## src/rtl/spi_pkg.sv

```systemverilog
// Shared constants and the enable decode for the SPI baud generator.
package spi_pkg;

  localparam logic [1:0] SPI_MODE_RUN  = 2'b00;
  localparam logic [1:0] SPI_MODE_WAIT = 2'b01;
  localparam logic [1:0] SPI_MODE_STOP = 2'b10;

  localparam int SPI_BRD_W   = 12;
  localparam int SPI_BRD_MIN = 2;
  localparam int SPI_BRD_MAX = 2048;

  // Clocking runs only with slave selected and the core not parked in a low-power mode.
  function automatic logic spi_enable(input logic       ss_n,
                                      input logic [1:0] mode,
                                      input logic       swai);
    return !ss_n && ((mode == SPI_MODE_RUN) || ((mode == SPI_MODE_WAIT) && !swai));
  endfunction

endpackage

```

## src/rtl/spi_baud_divisor_calc.sv

```systemverilog
// Registers the baud divisor (sppr+1) << (spr+1); resets to the minimum divisor.
module spi_baud_divisor_calc #(
  parameter int BRD_W  = 12,
  parameter int SPPR_W = 3,
  parameter int SPR_W  = 3
) (
  input  logic              PCLK,
  input  logic              PRESET,
  input  logic [SPPR_W-1:0] sppr,
  input  logic [SPR_W-1:0]  spr,
  output logic [BRD_W-1:0]  BaudRateDivisor
);
  import spi_pkg::*;

  logic [BRD_W-1:0] brd_d, brd_q;

  // Shift amount widened by one bit so spr=7 still yields a shift of 8.
  always_comb begin
    brd_d = (BRD_W'(sppr) + BRD_W'(1)) << ((SPR_W+1)'(spr) + (SPR_W+1)'(1));
  end

  always_ff @(posedge PCLK) begin
    if (PRESET) brd_q <= BRD_W'(SPI_BRD_MIN);
    else        brd_q <= brd_d;
  end

  assign BaudRateDivisor = brd_q;

endmodule

```

## src/rtl/spi_baud_generator.sv

```systemverilog
// SPI sclk and shift/sample strobe generator, all four CPOL/CPHA modes.
// Optional SPI_BAUD_EDGE_CNT_EN adds edge_cnt and xfer_done outputs.
module spi_baud_generator #(
  parameter int BRD_W  = 12,
  parameter int SPPR_W = 3,
  parameter int SPR_W  = 3
) (
  input  logic              PCLK,
  input  logic              PRESET,
  input  logic [1:0]        spi_mode,
  input  logic              spiswai,
  input  logic              cpol,
  input  logic              cpha,
  input  logic              ss,
  input  logic [SPPR_W-1:0] sppr,
  input  logic [SPR_W-1:0]  spr,
  output logic              sclk,
  output logic              miso_receive_sclk,
  output logic              mosi_send_sclk,
`ifdef SPI_BAUD_EDGE_CNT_EN
  output logic [BRD_W-1:0]  BaudRateDivisor,
  output logic [4:0]        edge_cnt,
  output logic              xfer_done
`else
  output logic [BRD_W-1:0]  BaudRateDivisor
`endif
);
  import spi_pkg::*;

  logic             en, sclk_edge, lead_edge, trail_edge;
  logic             en_d, en_q;
  logic [BRD_W-1:0] div_d, div_q, cnt_d, cnt_q;
  logic             sclk_d, sclk_q, lead_d, lead_q;
  logic             miso_d, miso_q, mosi_d, mosi_q;

  spi_baud_divisor_calc #(
    .BRD_W (BRD_W),
    .SPPR_W(SPPR_W),
    .SPR_W (SPR_W)
  ) u_div_calc (
    .PCLK           (PCLK),
    .PRESET         (PRESET),
    .sppr           (sppr),
    .spr            (spr),
    .BaudRateDivisor(BaudRateDivisor)
  );

  // lead_q=0 means the next sclk edge moves away from the idle level.
  always_comb begin
    en         = spi_enable(ss, spi_mode, spiswai);
    sclk_edge  = en && (cnt_q == div_q - BRD_W'(1));
    lead_edge  = sclk_edge && !lead_q;
    trail_edge = sclk_edge && lead_q;
    en_d       = en;
    div_d      = (en && !en_q) ? BaudRateDivisor : div_q;
    cnt_d      = '0;
    sclk_d     = cpol;
    lead_d     = 1'b0;
    miso_d     = 1'b0;
    mosi_d     = 1'b0;
    if (en) begin
      cnt_d  = sclk_edge ? '0 : cnt_q + BRD_W'(1);
      sclk_d = sclk_edge ? !sclk_q : sclk_q;
      lead_d = sclk_edge ? !lead_q : lead_q;
      miso_d = cpha ? trail_edge : lead_edge;
      mosi_d = cpha ? lead_edge : trail_edge;
    end
  end

  always_ff @(posedge PCLK) begin
    if (PRESET) begin
      en_q   <= 1'b0;
      div_q  <= BRD_W'(SPI_BRD_MIN);
      cnt_q  <= '0;
      sclk_q <= cpol;
      lead_q <= 1'b0;
      miso_q <= 1'b0;
      mosi_q <= 1'b0;
    end else begin
      en_q   <= en_d;
      div_q  <= div_d;
      cnt_q  <= cnt_d;
      sclk_q <= sclk_d;
      lead_q <= lead_d;
      miso_q <= miso_d;
      mosi_q <= mosi_d;
    end
  end

  assign sclk              = sclk_q;
  assign miso_receive_sclk = miso_q;
  assign mosi_send_sclk    = mosi_q;

`ifdef SPI_BAUD_EDGE_CNT_EN
  localparam logic [4:0] EDGE_SAT = 5'd16;

  logic [4:0] edge_cnt_d, edge_cnt_q;
  logic       xfer_d, xfer_q;

  // Saturating edge count; xfer_done marks the 16th edge of a byte.
  always_comb begin
    edge_cnt_d = '0;
    xfer_d     = 1'b0;
    if (en) begin
      edge_cnt_d = (sclk_edge && (edge_cnt_q != EDGE_SAT)) ? edge_cnt_q + 5'd1 : edge_cnt_q;
      xfer_d     = sclk_edge && (edge_cnt_q == EDGE_SAT - 5'd1);
    end
  end

  always_ff @(posedge PCLK) begin
    if (PRESET) begin
      edge_cnt_q <= '0;
      xfer_q     <= 1'b0;
    end else begin
      edge_cnt_q <= edge_cnt_d;
      xfer_q     <= xfer_d;
    end
  end

  assign edge_cnt  = edge_cnt_q;
  assign xfer_done = xfer_q;
`endif

endmodule

```

## config.mk

```make
export PLATFORM = sky130hd
export DESIGN_NAME = spi_baud_generator
export DESIGN_NICKNAME = d
export VERILOG_FILES = /design/src/rtl/spi_pkg.sv /design/src/rtl/spi_baud_divisor_calc.sv /design/src/rtl/spi_baud_generator.sv
export SDC_FILE = /design/constraint.sdc
export NUM_CORES = 1
export LEC_CHECK = 0
export CORE_MARGIN = 2
export CORE_UTILIZATION = 40
export DETAILED_ROUTE_END_ITERATION = 7
export GPL_ROUTABILITY_DRIVEN = 0
export PLACE_DENSITY_LB_ADDON = 0.12
export SETUP_SLACK_MARGIN = 0.15
export SLEW_MARGIN = 5
export SYNTH_ARGS = -nofsm -noshare
export SYNTH_HDL_FRONTEND = slang
export SYNTH_HIERARCHICAL = 1
export SYNTH_SLANG_ARGS = --single-unit
```

## constraint.sdc

```tcl
create_clock -name PCLK -period 2.73 [get_ports PCLK]
set_clock_uncertainty 0.2 [all_clocks]
set_input_delay 0.273 -clock PCLK [delete_from_list [all_inputs] [get_ports PCLK]]
set_output_delay 0.273 -clock PCLK [all_outputs]
set_load 0.01 [all_outputs]
```

==> metrics.csv <==
metric,value,unit
Post-route DRC,0,
largest net degree at the start of global routing,22,
delay of the slowest critical-path stage,530,ps
Hold Crit Class,reg2reg,
achievable frequency,0.4088,GHz
total power,1.291,mW
IO Port Bufs,28,
cell-internal power,0.9819,mW
Post-DP HPWL,3522,um
clock slew at reported path FFs,80,ps
Vias/cell,5.006,
top fanout value on the critical path,5,
Syn-to-layout area delta,25.34,%
CP Launch Type,flop,
Buf/Inv on CP,2,
ratio of cells with drive above 1 in the final layout,12.59,%
leakage,1.024,nW
Max-Cap Viols,0,
Clk pwr share,37.4,%
count of final setup violators,0,
part of the power in registers,48.4,%
TritonRoute pass-1 iters,4,
initial drt markers,72,
total global-route track usage,16.19,%
H-tree depth,2,
IO Pins,29,
Mapped Area,0.002143,mm2
RSZ-0062 raised after global routing,true,
first-pass GRT wire length,7721,um
Net Sw Power,0.3090,mW
vias in the first global route,1657,
Synth Instances,250,
"top cells by area, synth","dfxtp_1, xnor2_1, nand2_1, nor2_1, xor2_1",
Synth Area in Adders,2.335,%
register area share after synthesis,38.76,%
Sw Share,23.94,%
CTS tree,yes,
largest family of logic cells by synthesized area,simple AND/OR/NAND/NOR gates,
ys async rst share,0,%
pwr dens,480.6,mW/mm2
Most used DFF post-synth,dfxtp_1,
Combinational Power Share,14.3,%
CP Class,reg2reg,
fillcell total,541,
die width,77.20,um
most frequent cells in the layout,"dfxtp_1, nand2_1, clkdlybuf4s50_1",
"EDFF count, synth",1,
"delay-heaviest family, CP",simple AND/OR/NAND/NOR gates,
Worst-Skew Late Latency,290,ps
CP Cell Sequence,inv_1 > ha_1 > or3b_2 > nor4_2 > nor3b_2 > a211oi_2 > a21o_2 > buf_4 > nor2_1,
simple-gate share of the synthesized area,28.31,%
Initial Util,41.70,%
Critical Path RT,2710,ps
Die Span Y,77.20,um
Final ANT Viol Nets,0,
Period minus WS final,2446,ps
final WL,4540,um
final period utilization,89.60,%
die area,0.005960,mm2
clock root cell,clkbuf_8,
fin nets,303,
core area,0.005140,mm2
Final TNS setup,0,ps
"Hold Vio Cnt, Final",0,
"commonest non-fill, non-tap cell in the layout",dfxtp_1,
clock sinks,41,
WHS,253.0,ps
"area leader, netlist",dfxtp_1,
Ant. Diodes,0,
DR vias,1782,
outcome,"complete, no violations",
clk buf depth,2,
Netlist cell types,47,
max_slew headroom,70.72,%
compound-gate portion of the synthesized area,13.49,%
Slew @ Worst Pin,438.2,ps
crit end category,flop,
Arrival @ worst endpoint,2430,ps
"FF+latch count, synth",41,
post-synthesis mux area share,2.569,%
number of placement rows,26,
antenna violations before repair,0,
yosys warns,6,
CTS buffer count,5,
xor and xnor area share after synthesis,10.97,%
Max Slew Vio Count,0,
Mean Syn Cell Area,8.573,um2
post-detailed-route wirelength per cell,12.75,um
CP max-delay cell,or3b_2,
VDD IR-drop max,0.3095,mV
syn nets,268,
post-synth top area share,37.36,%
GRT Residual Overflow,0,
==> worst paths after layout <==
kind,startpoint,end,slack [ps],depth (start not counted)
min,u_div_calc/BaudRateDivisor[11],div_q[11],250,2
max,div_q[0],cnt_q[0],280,9
max reg2reg,div_q[0],cnt_q[0],280,9
min reg2reg,u_div_calc/BaudRateDivisor[11],div_q[11],250,2
==> cells by family after synthesis <==
kind of cell / Yosys count
fa+ha+maj: 4
mux: 5
compound gates: 43
buf+inv: 17
flops: 41
simple gates: 114
xor+xnor: 26
==> registers in the layout (all words and copies together) (netlist names) <==
name and cells:
cnt_q 12, div_q 12, en_q 1, lead_q 1
miso_receive_sclk 1, mosi_send_sclk 1, sclk 1, u_div_calc/BaudRateDivisor 12
==> stage by stage <==
step | util (%) | instance area (um2) | instances | setup slack (ps)
6_report | 52.26 | 2686 | 356 | 284.0
2_1_floorplan | - | 2143 | 250 | 290.1
3_3_place_gp | 49.05 | 2521 | 346 | 204.4
3_5_place_dp | 49.05 | 2521 | 346 | 139.8
5_1_grt | 52.26 | 2686 | 356 | 116.6
4_1_cts | 51.39 | 2641 | 354 | 179.3
==> layout make-up <==
type                    count  area [um2]  share of cell area, %
inverters                   7       26.28                 0.9781
well taps                  70       87.58                  3.260
clock buffers               5       68.82                  2.562
multi-input cells         192        1271                  47.32
flip-flops and latches     41       830.8                  30.93
repair buffers             38       355.3                  13.23
clock inverters             3       46.29                  1.723
==> layer usage <==
layer	track usage [%]	part of all wire [%]	wire length, um
met5	0	0	0
met4	3.750	0.93	42
met1	20.89	47	2125
met3	4.353	3.2	147
met2	26.96	49	2224
==> power by group through the flow <==
| stage | registers (mW) | logic, mW | clock network [mW] |
|---|---|---|---|
| 2_1_floorplan | 0.642 | 0.105 | 0 |
| 3_3_place_gp | 0.639 | 0.178 | 0 |
| 4_1_cts | 0.625 | 0.180 | 0.496 |
| 5_1_grt | 0.627 | 0.204 | 0.521 |
| 6_report | 0.625 | 0.184 | 0.482 |
| 3_5_place_dp | 0.639 | 0.179 | 0 |
==> cells in the mapped netlist, types with 3 or more instances <==
cell type and instances:
dfxtp_1 40, inv_1 7, and3_1 12, nand2_1 34, a21o_1 3, buf_2 4, xnor2_1 15, o21ai_0 5
nor3_1 5, a21oi_1 16, nand3_1 7, xor2_1 10, nor3b_1 4, a32o_1 3, nand2b_1 8, clkbuf_1 5
mux2i_1 4, a211oi_1 3, nor2_1 25, ha_1 4, o211ai_1 3
==> what timing repair did <==
action                                  CTS  global route
hold buffers                              0             0
resized for setup                         1             6
buffers inserted                          0             2
endpoints found under the setup margin    6            16
pin swaps                                 0             2
==> worst reg2reg max path: cells and delay by family, from the launching register on <==
| kind | cells | cell delay [ps] |
|---|---|---|
| DFF | 1 | 360 |
| adders and majority gates | 1 | 220 |
| AOI/OAI and AO/OA | 2 | 400 |
| and+or+nand+nor | 4 | 950 |
| buffers and inverters | 2 | 210 |
Power figures use the tool's default switching activity.
